File: src/rtl/fft8_pkg.sv
// Shared constants, state encoding and bit-reversal helper for the 8-point FFT sequencer.
package fft8_pkg;
  localparam int N     = 8;
  localparam int LOG2N = 3;
  localparam int TW_W  = 3;

  typedef enum logic [1:0] {
    IDLE  = 2'd0,
    ISSUE = 2'd1,
    DRAIN = 2'd2,
    DONE  = 2'd3
  } state_e;

  function automatic logic [LOG2N-1:0] bitrev3(input logic [LOG2N-1:0] x);
    return {x[0], x[1], x[2]};
  endfunction
endpackage

File: src/rtl/fft8_addr_gen.sv
// Combinational butterfly addressing: (stage, op) -> operand addresses, twiddle index, result address.
import fft8_pkg::*;

module fft8_addr_gen #(
  parameter bit BITREV_IN = 1'b1
) (
  input  logic [1:0]       stage,
  input  logic [2:0]       op,
  output logic [LOG2N-1:0] rd_addr_a,
  output logic [LOG2N-1:0] rd_addr_b,
  output logic [TW_W-1:0]  twiddle_index,
  output logic [LOG2N-1:0] wr_addr
);
  logic [1:0]       j;
  logic [1:0]       k;
  logic [LOG2N-1:0] top;
  logic [LOG2N-1:0] bot;
  logic             rev;

  always_comb begin
    j   = op[2:1];
    top = '0;
    bot = '0;
    k   = '0;
    // top/bot differ only in the bit at position s; the butterfly index fills the rest
    case (stage)
      2'd0: begin
        top = {j, 1'b0};
        bot = {j, 1'b1};
        k   = 2'd0;
      end
      2'd1: begin
        top = {j[1], 1'b0, j[0]};
        bot = {j[1], 1'b1, j[0]};
        k   = {j[0], 1'b0};
      end
      default: begin
        top = {1'b0, j};
        bot = {1'b1, j};
        k   = j;
      end
    endcase
    rev           = BITREV_IN && (stage == 2'd0);
    rd_addr_a     = rev ? bitrev3(top) : top;
    rd_addr_b     = rev ? bitrev3(bot) : bot;
    twiddle_index = {op[0], k};
    wr_addr       = op[0] ? bot : top;
  end
endmodule

File: src/rtl/fft8_mad_sequencer.sv
// Issues the 24 MAD operations of an 8-point radix-2 DIT FFT and delays write-back to match MAD latency.
import fft8_pkg::*;

module fft8_mad_sequencer #(
  parameter int MAD_LATENCY = 6,
  parameter int RD_LATENCY  = 1,
  parameter bit BITREV_IN   = 1'b1
) (
  input  logic                clk,
  input  logic                rst,
  input  logic                start,
  input  logic                abort,
  output logic                rd_en,
  output logic                rd_bank,
  output logic [LOG2N-1:0]    rd_addr_a,
  output logic [LOG2N-1:0]    rd_addr_b,
  output logic [TW_W-1:0]     twiddle_index,
  output logic                wr_en,
  output logic                wr_bank,
  output logic [LOG2N-1:0]    wr_addr,
  output logic [1:0]          stage,
  output logic                busy,
  output logic                done
);
  localparam int L = RD_LATENCY + MAD_LATENCY;

  state_e     state;
  logic [1:0] stage_q;
  logic [2:0] op_q;
  logic [7:0] drain_cnt;

  logic [LOG2N-1:0] addr_a_c;
  logic [LOG2N-1:0] addr_b_c;
  logic [TW_W-1:0]  tw_c;
  logic [LOG2N-1:0] wr_addr_c;

  logic [L-1:0]     wb_vld_p;
  logic [LOG2N-1:0] wb_addr_p [L];
  logic             wb_bank_p [L];

  fft8_addr_gen #(.BITREV_IN(BITREV_IN)) u_addr_gen (
    .stage         (stage_q),
    .op            (op_q),
    .rd_addr_a     (addr_a_c),
    .rd_addr_b     (addr_b_c),
    .twiddle_index (tw_c),
    .wr_addr       (wr_addr_c)
  );

  always_ff @(posedge clk) begin
    if (rst) begin
      state     <= IDLE;
      stage_q   <= '0;
      op_q      <= '0;
      drain_cnt <= '0;
    end else begin
      case (state)
        IDLE: begin
          if (start && !abort) begin
            state   <= ISSUE;
            stage_q <= '0;
            op_q    <= '0;
          end
        end
        ISSUE: begin
          if (abort) begin
            state   <= IDLE;
            stage_q <= '0;
            op_q    <= '0;
          end else if (op_q == 3'(N-1)) begin
            state     <= DRAIN;
            op_q      <= '0;
            drain_cnt <= '0;
          end else begin
            op_q <= op_q + 3'd1;
          end
        end
        DRAIN: begin
          if (abort) begin
            state   <= IDLE;
            stage_q <= '0;
          end else if (drain_cnt == 8'(L-1)) begin
            if (stage_q == 2'(LOG2N-1)) begin
              state <= DONE;
            end else begin
              state   <= ISSUE;
              stage_q <= stage_q + 2'd1;
            end
          end else begin
            drain_cnt <= drain_cnt + 8'd1;
          end
        end
        DONE: begin
          state   <= IDLE;
          stage_q <= '0;
        end
        default: state <= IDLE;
      endcase
    end
  end

  // Write-back delay line: valid is flushed on reset/abort, payload rides along unreset
  always_ff @(posedge clk) begin
    if (rst || abort) begin
      wb_vld_p <= '0;
    end else begin
      wb_vld_p <= {wb_vld_p[L-2:0], rd_en};
    end
  end

  always_ff @(posedge clk) begin
    wb_addr_p[0] <= wr_addr_c;
    wb_bank_p[0] <= ~stage_q[0];
    for (int i = 1; i < L; i++) begin
      wb_addr_p[i] <= wb_addr_p[i-1];
      wb_bank_p[i] <= wb_bank_p[i-1];
    end
  end

  always_comb begin
    rd_en         = (state == ISSUE);
    rd_bank       = stage_q[0];
    rd_addr_a     = rd_en ? addr_a_c : '0;
    rd_addr_b     = rd_en ? addr_b_c : '0;
    twiddle_index = rd_en ? tw_c : '0;
    wr_en         = wb_vld_p[L-1];
    wr_addr       = wr_en ? wb_addr_p[L-1] : '0;
    wr_bank       = wr_en & wb_bank_p[L-1];
    stage         = stage_q;
    busy          = (state != IDLE);
    done          = (state == DONE);
  end
endmodule
File: config.mk
export PLATFORM = sky130hd
export DESIGN_NAME = fft8_mad_sequencer
export DESIGN_NICKNAME = d
export VERILOG_FILES = /design/src/rtl/fft8_pkg.sv /design/src/rtl/fft8_addr_gen.sv /design/src/rtl/fft8_mad_sequencer.sv
export SDC_FILE = /design/constraint.sdc
export NUM_CORES = 1
export LEC_CHECK = 0
export ABC_AREA = 1
export CAP_MARGIN = 20
export CORE_MARGIN = 1
export CORE_UTILIZATION = 63
export CTS_CLUSTER_SIZE = 25
export DETAILED_ROUTE_END_ITERATION = 7
export DONT_BUFFER_PORTS = 1
export GPL_ROUTABILITY_DRIVEN = 0
export PLACE_DENSITY_LB_ADDON = 0.08
export SLEW_MARGIN = 5
export SYNTH_ARGS = -nofsm -noshare
export SYNTH_HDL_FRONTEND = slang
export SYNTH_SLANG_ARGS = --single-unit
File: constraint.sdc
create_clock -name clk -period 3.6 [get_ports clk]
set_input_delay 0.18 -clock clk [delete_from_list [all_inputs] [get_ports clk]]
set_output_delay 0.18 -clock clk [all_outputs]
set_load 0.01 [all_outputs]
==> results of run 1 <==
[flip-flops by register name, summed over array words and instances (netlist names)]
name       cells
drain_cnt      8
op_q           3
stage          2
state          2
wb_addr_p     21
wb_bank_p      7
wb_vld_p       7
[metrics by stage]
| step | cell area [um^2] | hold WS, ns | power (mW) | setup slack [ns] | utilization (%) |
|---|---|---|---|---|---|
| floorplan | 1870 | 0.310 | 1.04 | 2.05 | - |
| global placement | 1900 | 0.251 | 1.08 | 1.86 | 68.2 |
| detailed placement | 1900 | 0.254 | 1.12 | 1.75 | 68.2 |
| CTS | 1990 | 0.0309 | 1.44 | 1.31 | 71.6 |
| global route | 1990 | 0.0370 | 1.53 | 1.17 | 71.6 |
| finish | 1990 | 0.0425 | 1.44 | 1.32 | 71.6 |
[path summary, 6_finish.rpt]
check                                       end  slack [ns]  depth (start not counted)
worst max-delay path               rd_addr_b[0]        1.32                          5
worst min-delay path                    op_q[1]        0.04                          3
worst max register to register  wb_addr_p[0][0]        1.96                          5
worst min register to register  wb_addr_p[3][2]        0.33                          0
[cells by family (layout without fill, tap and decap cells)]
logic type	after synthesis	in the layout	synth area share, %
adders and majority gates	7	7	4.68
buffers and inverters	45	51	9.28
AOI/OAI and AO/OA	26	26	8.28
and+or+nand+nor	108	108	24.3
DFF	50	50	53.4
[layout make-up]
| class | count | area [um^2] |
|---|---|---|
| sequential | 50 | 1000 |
| clock buffer | 5 | 37.5 |
| multi-input combinational | 141 | 698 |
| fill | 227 | 791 |
| timing repair buffer | 1 | 10.0 |
| clock inverter | 3 | 47.5 |
| tap | 31 | 38.8 |
| inverter | 42 | 158 |
[cells in the mapped netlist]
cell and number:
nand2_1 53, dfxtp_1 50, inv_1 37, nor2_1 31, nand3_1 15, a21oi_1 10, o21ai_0 9, ha_1 7
a211oi_1 4, inv_2 4, nand2_2 3, nand3_2 2, nand4_1 2, a21oi_4 1, a31oi_1 1, buf_2 1
buf_4 1, clkbuf_1 1, clkinv_1 1, nor3b_1 1, nor4_1 1, o31ai_1 1
[power by group through the flow]
stage | Clock [mW] | Combinational, mW | Sequential [mW]
5_1_grt | 0.354 | 0.446 | 0.731
4_1_cts | 0.336 | 0.388 | 0.719
6_report | 0.330 | 0.391 | 0.718
3_5_place_dp | 0 | 0.384 | 0.732
2_1_floorplan | 0 | 0.327 | 0.713
3_3_place_gp | 0 | 0.358 | 0.726
[routing by layer]
metal	vias to the layer above	global-route usage [%]	part of all wire [%]
met1	671	22.4	41
met4	0	16.7	2.6
met2	58	41.0	50
met3	11	4.84	6.0
li1	743	-	-
met5	-	0	0
[worst reg2reg max path, cell delays in order, from the launching register on]
cell     delay, ns
dfxtp_1       0.42
inv_1         0.17
ha_1          0.27
inv_1         0.14
o21ai_0       0.32
o21ai_0       0.17
==> results.ini, run 1 <==
[outcome]
status = finished clean

[timing]
finalClockSkew_ns = 0.0139
tightestPinTransition_ns = 0.492
timing.slew.headroom_pct = 66.9
finalSetupTns_ns = 0
setup_viol = 0
period_needed_ns = 2.28
hold_viol = 0
max_freq_mhz = 438
post-route-period-util_pct = 63.4
final-max-slew-violation-count = 0
rsz0062_at_grt = no

[floorplan]
fp.dieH_um = 56.5
die_w_um = 56.5
core-area_um2 = 2780
initial_core_util_pct = 67.3
die_area_um2 = 3200
ios = 24
rows = 19

[place]
hpwlAfterDp_um = 2380
dp.cells = 264
buffer_ports.inserted = 0

[detailed_routing]
vias = 1483
drt_iter0_drc = 62
routed_via_density = 5.43
drcViolationCount = 0
dr.pass1.iters = 4
ant_nets = 0
wl_per_cell_um = 12.0
wirelength_um = 3270

[worst_hold_path]
hold_start = abort
worstHoldPathType = in -> reg

[clocking]
root_buffer = clkbuf_4
ctsLongestPathBuffers = 2
cts_tree = done
post_cts_buffers = 0
cts_resized = 0
clk_pin_slew_ns = 0.15
htree_levels = 2
numCtsBuffers = 5
cts.sinks = 50
clk_latency_ns = 0.36
hold_buffers = 1

[synthesis]
synth_nets = 247
synth_top_area_share_pct = 53.4
synth.distinct_cells = 22
syn_area_um2 = 1870
synthCells = 236
avgSynthCellArea_um2 = 7.94
yosysTopAreaCell = dfxtp_1
yosysWarningCount = 0
synth-seq-cells = 50
synth_area_leaders = dfxtp_1 (53%), nand2_1 (11%), inv_1 (7.4%)
ys_seq_area_share_pct = 53.4

[pwr]
powerDensity_nw_per_um2 = 723
combPwrFrac_pct = 27.2
switching_share_pct = 36.1
internal-power_mw = 0.920
pwr-share-clk_pct = 22.9
ir_worst_vdd_mv = 0.683
p_leak_nw = 0.873
p_switching_mw = 0.519
seqPwrFrac_pct = 49.9

[setup_path]
crit_start = stage[0]
required_ns = 3.42
arrival_ns = 2.10
crit_buf_inv = 2
critPathTopFamily = compound AO/OA/AOI/OAI gates
start_kind = register
path_cells = inv_1 -> ha_1 -> inv_1 -> o21ai_0 -> a211oi_1
end_kind = output pin
reg2reg_from = stage[0]
slowest_stage = dfxtp_1
crit_type = reg -> out
crit_fanout = 7
cpPeakStageDelay_ns = 0.51
crit_path_frequent_cell = inv_1

[final_layout]
final_layout_size_suffix_gt1_share_pct = 7.44
antennaDiodeCount = 0
stdcell_count = 273
num-nets-final = 252
final_cell_mix = nand2_1 (53), dfxtp_1 (50), inv_1 (37)
area_growth_pct = 6.28
final_common_cell = nand2_1

[global_routing]
grt_usage_pct = 22.7
grt_pass1_vias = 1486
grt_remaining_overflow = 0
grt_start_max_net_pins = 18
grt_pass1_wl_um = 5600
antenna_found_initial = 0

[flow_run]
cap_viol_max_count = 0

Power figures use the tool's default switching activity.
==> inputs of run 2 (changes only) <==
CORE_UTILIZATION = 61   (was 63)
clock period = 2.3 ns   (was 3.6 ns; I/O delays follow)
==> run 2 against run 1 <==
Against the previous run:
- largest power group unchanged
- largest cell class unchanged
- die area grew 3.2%
- clock skew shrank 0.0010 ns
- register-to-register slack worse by 1.2 ns
- the run now ends with design-rule violations left
- critical path depth unchanged
- global-route usage down 2.1 points
- sequential share of layout area shrank 0.25 points
- worst hold slack better by 0.045 ns
- power is 56% higher
- combinational power up 54%
- critical path type unchanged
- setup slack worse by 1.2 ns
- utilization decreased by 0.85 points
==> results.ini, run 2 (synthesis results as in run 1) <==
[outcome]
status = finished, violations left
violations = design-rule violations

[setup_path]
critPathTopFamily = compound AO/OA/AOI/OAI gates
crit_type = reg -> out
end_kind = output pin
worstSetupPathDepth = 5  ; unchanged
required_ns = 2.18  ; -1.24 ns
start_kind = register
path_cells = inv_1 -> ha_1 -> inv_1 -> o21ai_0 -> a211oi_1
reg2reg_depth = 9  ; +4
crit_fanout = 7  ; unchanged
crit_path_frequent_cell = inv_1
slowest_stage = dfxtp_1
cpPeakStageDelay_ns = 0.51  ; about the same
crit_buf_inv = 2  ; unchanged
arrival_ns = 2.02  ; -0.08 ns

[global_routing]
grt_remaining_overflow = 0  ; unchanged
grt_pass1_vias = 1298  ; -13%
antenna_found_initial = 0  ; unchanged
grt_start_max_net_pins = 18  ; unchanged
grt_usage_pct = 20.5  ; -2.1 points
grt_pass1_wl_um = 5150  ; -8.0%

[timing]
finalSetupTns_ns = 0  ; unchanged
whs_ns = 0.0871  ; +0.0446 ns
post-route-period-util_pct = 92.8
tightestPinTransition_ns = 0.494  ; +0.00199 ns
max_freq_mhz = 468
timing.slew.headroom_pct = 66.8  ; -0.13 points
layout_setup_ws_ns = 0.165  ; -1.15 ns
hold_viol = 0  ; unchanged
setup_viol = 0  ; unchanged
final-max-slew-violation-count = 0  ; unchanged
period_needed_ns = 2.14
finalClockSkew_ns = 0.0128  ; -0.00104 ns
rsz0062_at_grt = yes

[detailed_routing]
vias = 1416  ; -4.5%
wl_per_cell_um = 11.1  ; -7.8%
wirelength_um = 3030  ; -7.5%
drcViolationCount = 1  ; +1
drt_iter0_drc = 31  ; -50%
routed_via_density = 5.17  ; -4.9%
ant_nets = 0  ; unchanged
dr.pass1.iters = 6  ; +2

[clocking]
clk_latency_ns = 0.36  ; about the same
clk_pin_slew_ns = 0.15  ; about the same
post_cts_buffers = 0  ; unchanged
root_buffer = clkbuf_4
cts_tree = done
ctsLongestPathBuffers = 2  ; unchanged
htree_levels = 2  ; unchanged
numCtsBuffers = 5  ; unchanged
cts.sinks = 50  ; unchanged

[final_layout]
final_layout_size_suffix_gt1_share_pct = 7.41  ; -0.031 points
largest_reg_flops = 21  ; unchanged
final_cell_mix = nand2_1 (53), dfxtp_1 (50), inv_1 (37)
multi_input_comb_area_um2 = 698  ; unchanged
num-nets-final = 253  ; +0.40%
area_growth_pct = 6.81
seqCellArea_um2 = 1000  ; unchanged
final_util_pct = 70.7  ; -0.85 points
antennaDiodeCount = 0  ; unchanged
fillerInstances = 219  ; -3.5%
final_common_cell = nand2_1
largestRegisters = wb_addr_p: 21 flops, drain_cnt: 8 flops
largest_register = wb_addr_p

[floorplan]
die_area_um2 = 3300  ; +3.2%
initial_core_util_pct = 66.2  ; -1.1 points
rows = 19  ; unchanged
fp.dieH_um = 57.4  ; +1.6%
core-area_um2 = 2830  ; +1.7%
ios = 24  ; unchanged
die_w_um = 57.4  ; +1.6%

[place]
hpwlAfterDp_um = 2190  ; -7.9%
buffer_ports.inserted = 0  ; unchanged
place_ws_ns = 0.589  ; -1.16 ns

[pwr]
p_leak_nw = 0.877  ; +0.53%
powerDensity_nw_per_um2 = 1120  ; +55%
ir_worst_vdd_mv = 0.942  ; +38%

[worst_hold_path]
worstHoldPathType = in -> reg
hold_depth = 3  ; unchanged

[flow_run]
cap_viol_max_count = 0  ; unchanged

run 2: metrics by stage:
stage	cell area, um^2	total power, mW	std cells
after global routing	2000	2.39	274
after detailed placement	1900	1.73	264
after global placement	1900	1.70	264
after CTS	2000	2.25	274
after floorplan	1870	1.63	236
final	2000	2.24	274
run 2: per-layer routing:
metal	vias up	track usage, %	routed length [um]
met5	-	0	0
met3	7	6.12	142
met2	43	36.4	1460
met4	0	11.8	39
li1	743	-	-
met1	623	21.4	1380
run 2: worst min-delay path, delay by kind of cell:
family / cells / cell delay (ns)
buffers and inverters: 1 / 0.16
and+or+nand+nor: 2 / 0.15
run 2: path summary, 6_finish.rpt:
path                        start              end  slack, ns
setup reg to reg         stage[0]         stage[1]       0.72
setup / recovery         stage[0]     rd_addr_a[0]       0.16
hold / removal                rst         stage[1]       0.09
hold reg to reg   wb_addr_p[2][1]  wb_addr_p[3][1]       0.33
run 2: final cells by class:
| class | count | area share, % |
|---|---|---|
| flip-flops and latches | 50 | 50.0 |
| multi-input cells | 141 | 34.9 |
| inverters | 42 | 7.88 |
| clock inverters | 3 | 2.38 |
| well taps | 31 | 1.94 |
| clock buffers | 5 | 1.88 |
| repair buffers | 2 | 1.00 |
run 2: power by group:
group | total [mW] | internal (mW) | switching, mW
clock network | 0.516 | 0.237 | 0.279
logic | 0.601 | 0.175 | 0.426
registers | 1.12 | 1.03 | 0.0924
run 2: what timing repair did:
item	CTS	global route
endpoints found under the setup margin	0	2
hold endpoints to repair	7	0
hold buffers	2	0
gates resized for setup	0	0
==> inputs of run 3 (changes only) <==
MAX_ROUTING_LAYER = met4   (was not set)
==> run 3 against run 2 <==
Against the previous run:
- the run still ends with design-rule violations left
- sequential share of layout area is the same
- register-to-register slack hardly changed
- cell count did not move
- setup slack hardly changed
- count of clock-buffer cells in the layout unchanged
- flip-flop and latch count did not move
- non-clock buffer count stayed put
- largest cell class unchanged
==> results.ini, run 3 (synthesis results as in run 1) <==
[global_routing]
antenna_found_initial = 0  ; unchanged
grt_remaining_overflow = 0  ; unchanged
grt_pass1_wl_um = 5150  ; unchanged
grt_start_max_net_pins = 18  ; unchanged
grt_usage_pct = 21.2  ; +0.64 points
grt_pass1_vias = 1298  ; unchanged

[final_layout]
final_common_cell = nand2_1
largest_reg_flops = 21  ; unchanged
stdcell_area_um2 = 2000  ; unchanged
fillerInstances = 219  ; unchanged
stdcell_count = 274  ; unchanged
final_util_pct = 70.7  ; unchanged
antennaDiodeCount = 0  ; unchanged
final_cell_mix = nand2_1 (53), dfxtp_1 (50), inv_1 (37)
num-nets-final = 253  ; unchanged
largest_register = wb_addr_p
largestRegisters = wb_addr_p: 21 flops, drain_cnt: 8 flops
final_layout_size_suffix_gt1_share_pct = 7.41  ; unchanged
area_growth_pct = 6.81  ; unchanged

[timing]
rsz0062_at_grt = yes
whs_ns = 0.0898  ; +0.00272 ns
max_freq_mhz = 468  ; about the same
final-max-slew-violation-count = 0  ; unchanged
timing.slew.headroom_pct = 66.8  ; about the same
post-route-period-util_pct = 92.9  ; about the same
period_needed_ns = 2.14  ; +0.000244 ns
tightestPinTransition_ns = 0.494  ; -0.00000370 ns
setup_viol = 0  ; unchanged
hold_viol = 0  ; unchanged
finalClockSkew_ns = 0.0114  ; -0.00147 ns

[detailed_routing]
vias = 1419  ; +0.21%
drcViolationCount = 1  ; unchanged
drt_iter0_drc = 30  ; -3.2%
wl_per_cell_um = 11.0  ; -0.17%
routed_via_density = 5.18  ; +0.21%
wirelength_um = 3020  ; -0.17%
ant_nets = 0  ; unchanged
dr.pass1.iters = 6  ; unchanged

[setup_path]
arrival_ns = 2.02  ; about the same
required_ns = 2.18  ; about the same
r2r-end = stage[1]
crit_type = reg -> out
start_kind = register
crit_end = rd_addr_a[0]
crit_fanout = 7  ; unchanged
rrSetupSlack_ns = 0.72  ; about the same
crit_start = stage[0]
end_kind = output pin
reg2reg_depth = 9  ; unchanged
reg2reg_from = stage[0]

[clocking]
ctsLongestPathBuffers = 2  ; unchanged
htree_levels = 2  ; unchanged
numCtsBuffers = 5  ; unchanged
clk_pin_slew_ns = 0.15  ; about the same
post_cts_buffers = 0  ; unchanged
root_buffer = clkbuf_4
clk_latency_ns = 0.36  ; about the same
cts_tree = done
cts.sinks = 50  ; unchanged

[pwr]
powerDensity_nw_per_um2 = 1120  ; about the same
power_mw = 2.24  ; about the same
ir_worst_vdd_mv = 0.941  ; about the same
p_leak_nw = 0.877  ; unchanged

[outcome]
violations = design-rule violations
status = finished, violations left

[floorplan]
fp.dieH_um = 57.4  ; unchanged
die_area_um2 = 3300  ; unchanged
core-area_um2 = 2830  ; unchanged
die_w_um = 57.4  ; unchanged
rows = 19  ; unchanged
initial_core_util_pct = 66.2  ; unchanged
ios = 24  ; unchanged

[place]
placed_cell_area_um2 = 1900  ; unchanged
buffer_ports.inserted = 0  ; unchanged
hpwlAfterDp_um = 2190  ; unchanged
dp.cells = 264  ; unchanged

[worst_hold_path]
worstHoldPathType = in -> reg

[flow_run]
cap_viol_max_count = 0  ; unchanged

run 3: cell counts in the layout (fill, tap and decap cells not counted):
Identical to the previous run, type by type.
run 3: where the power goes:
part	switching [mW]	internal [mW]
Sequential	0.0923	1.03
Clock	0.279	0.237
Combinational	0.427	0.175
Total	0.798	1.44
run 3: routing by layer:
metal	global-route usage, %	part of all wire [%]	routed length [um]
met1	21.4	45	1370
met2	36.4	49	1490
met3	6.12	4.7	142
met4	11.8	0.69	21
met5	-	0	0
run 3: layout make-up:
cell class / count / area, um^2 / share of cell area [%]
Sequential cell: 50 / 1000 / 50.0
Inverter: 42 / 158 / 7.88
Tap cell: 31 / 38.8 / 1.94
Multi-Input combinational cell: 141 / 698 / 34.9
Timing Repair Buffer: 2 / 20.0 / 1.00
Clock inverter: 3 / 47.5 / 2.38
Clock buffer: 5 / 37.5 / 1.88
run 3: worst min path at each step:
stage | slack [ns] | endpoint | cells after the start | from
finish | 0.09 | stage[1] | 3 | rst
global placement | 0.19 | op_q[1] | 1 | rst
global route | 0.08 | stage[1] | 3 | rst
CTS | 0.07 | stage[1] | 3 | rst
detailed placement | 0.19 | drain_cnt[2] | 1 | rst
floorplan | 0.31 | wb_addr_p[1][0] | 0 | wb_addr_p[0][0]
run 3: metrics by stage:
step                      setup WS [ns]  setup TNS [ns]
after floorplan                   0.813               0
after global placement            0.655               0
after detailed placement          0.589               0
after CTS                         0.153               0
after global routing            -0.0447         -0.0803
final                             0.164               0
run 3: worst max-delay path, stage by stage, from the launching register on:
cell and delay (ns):
dfxtp_1 0.51, inv_1 0.15, ha_1 0.28, inv_1 0.17, o21ai_0 0.15, a211oi_1 0.40
run 3: repair_timing:
action,CTS,global route
resized for setup,0,0
endpoints found under the setup margin,0,2
hold buffers,2,0
hold endpoints to repair,7,0
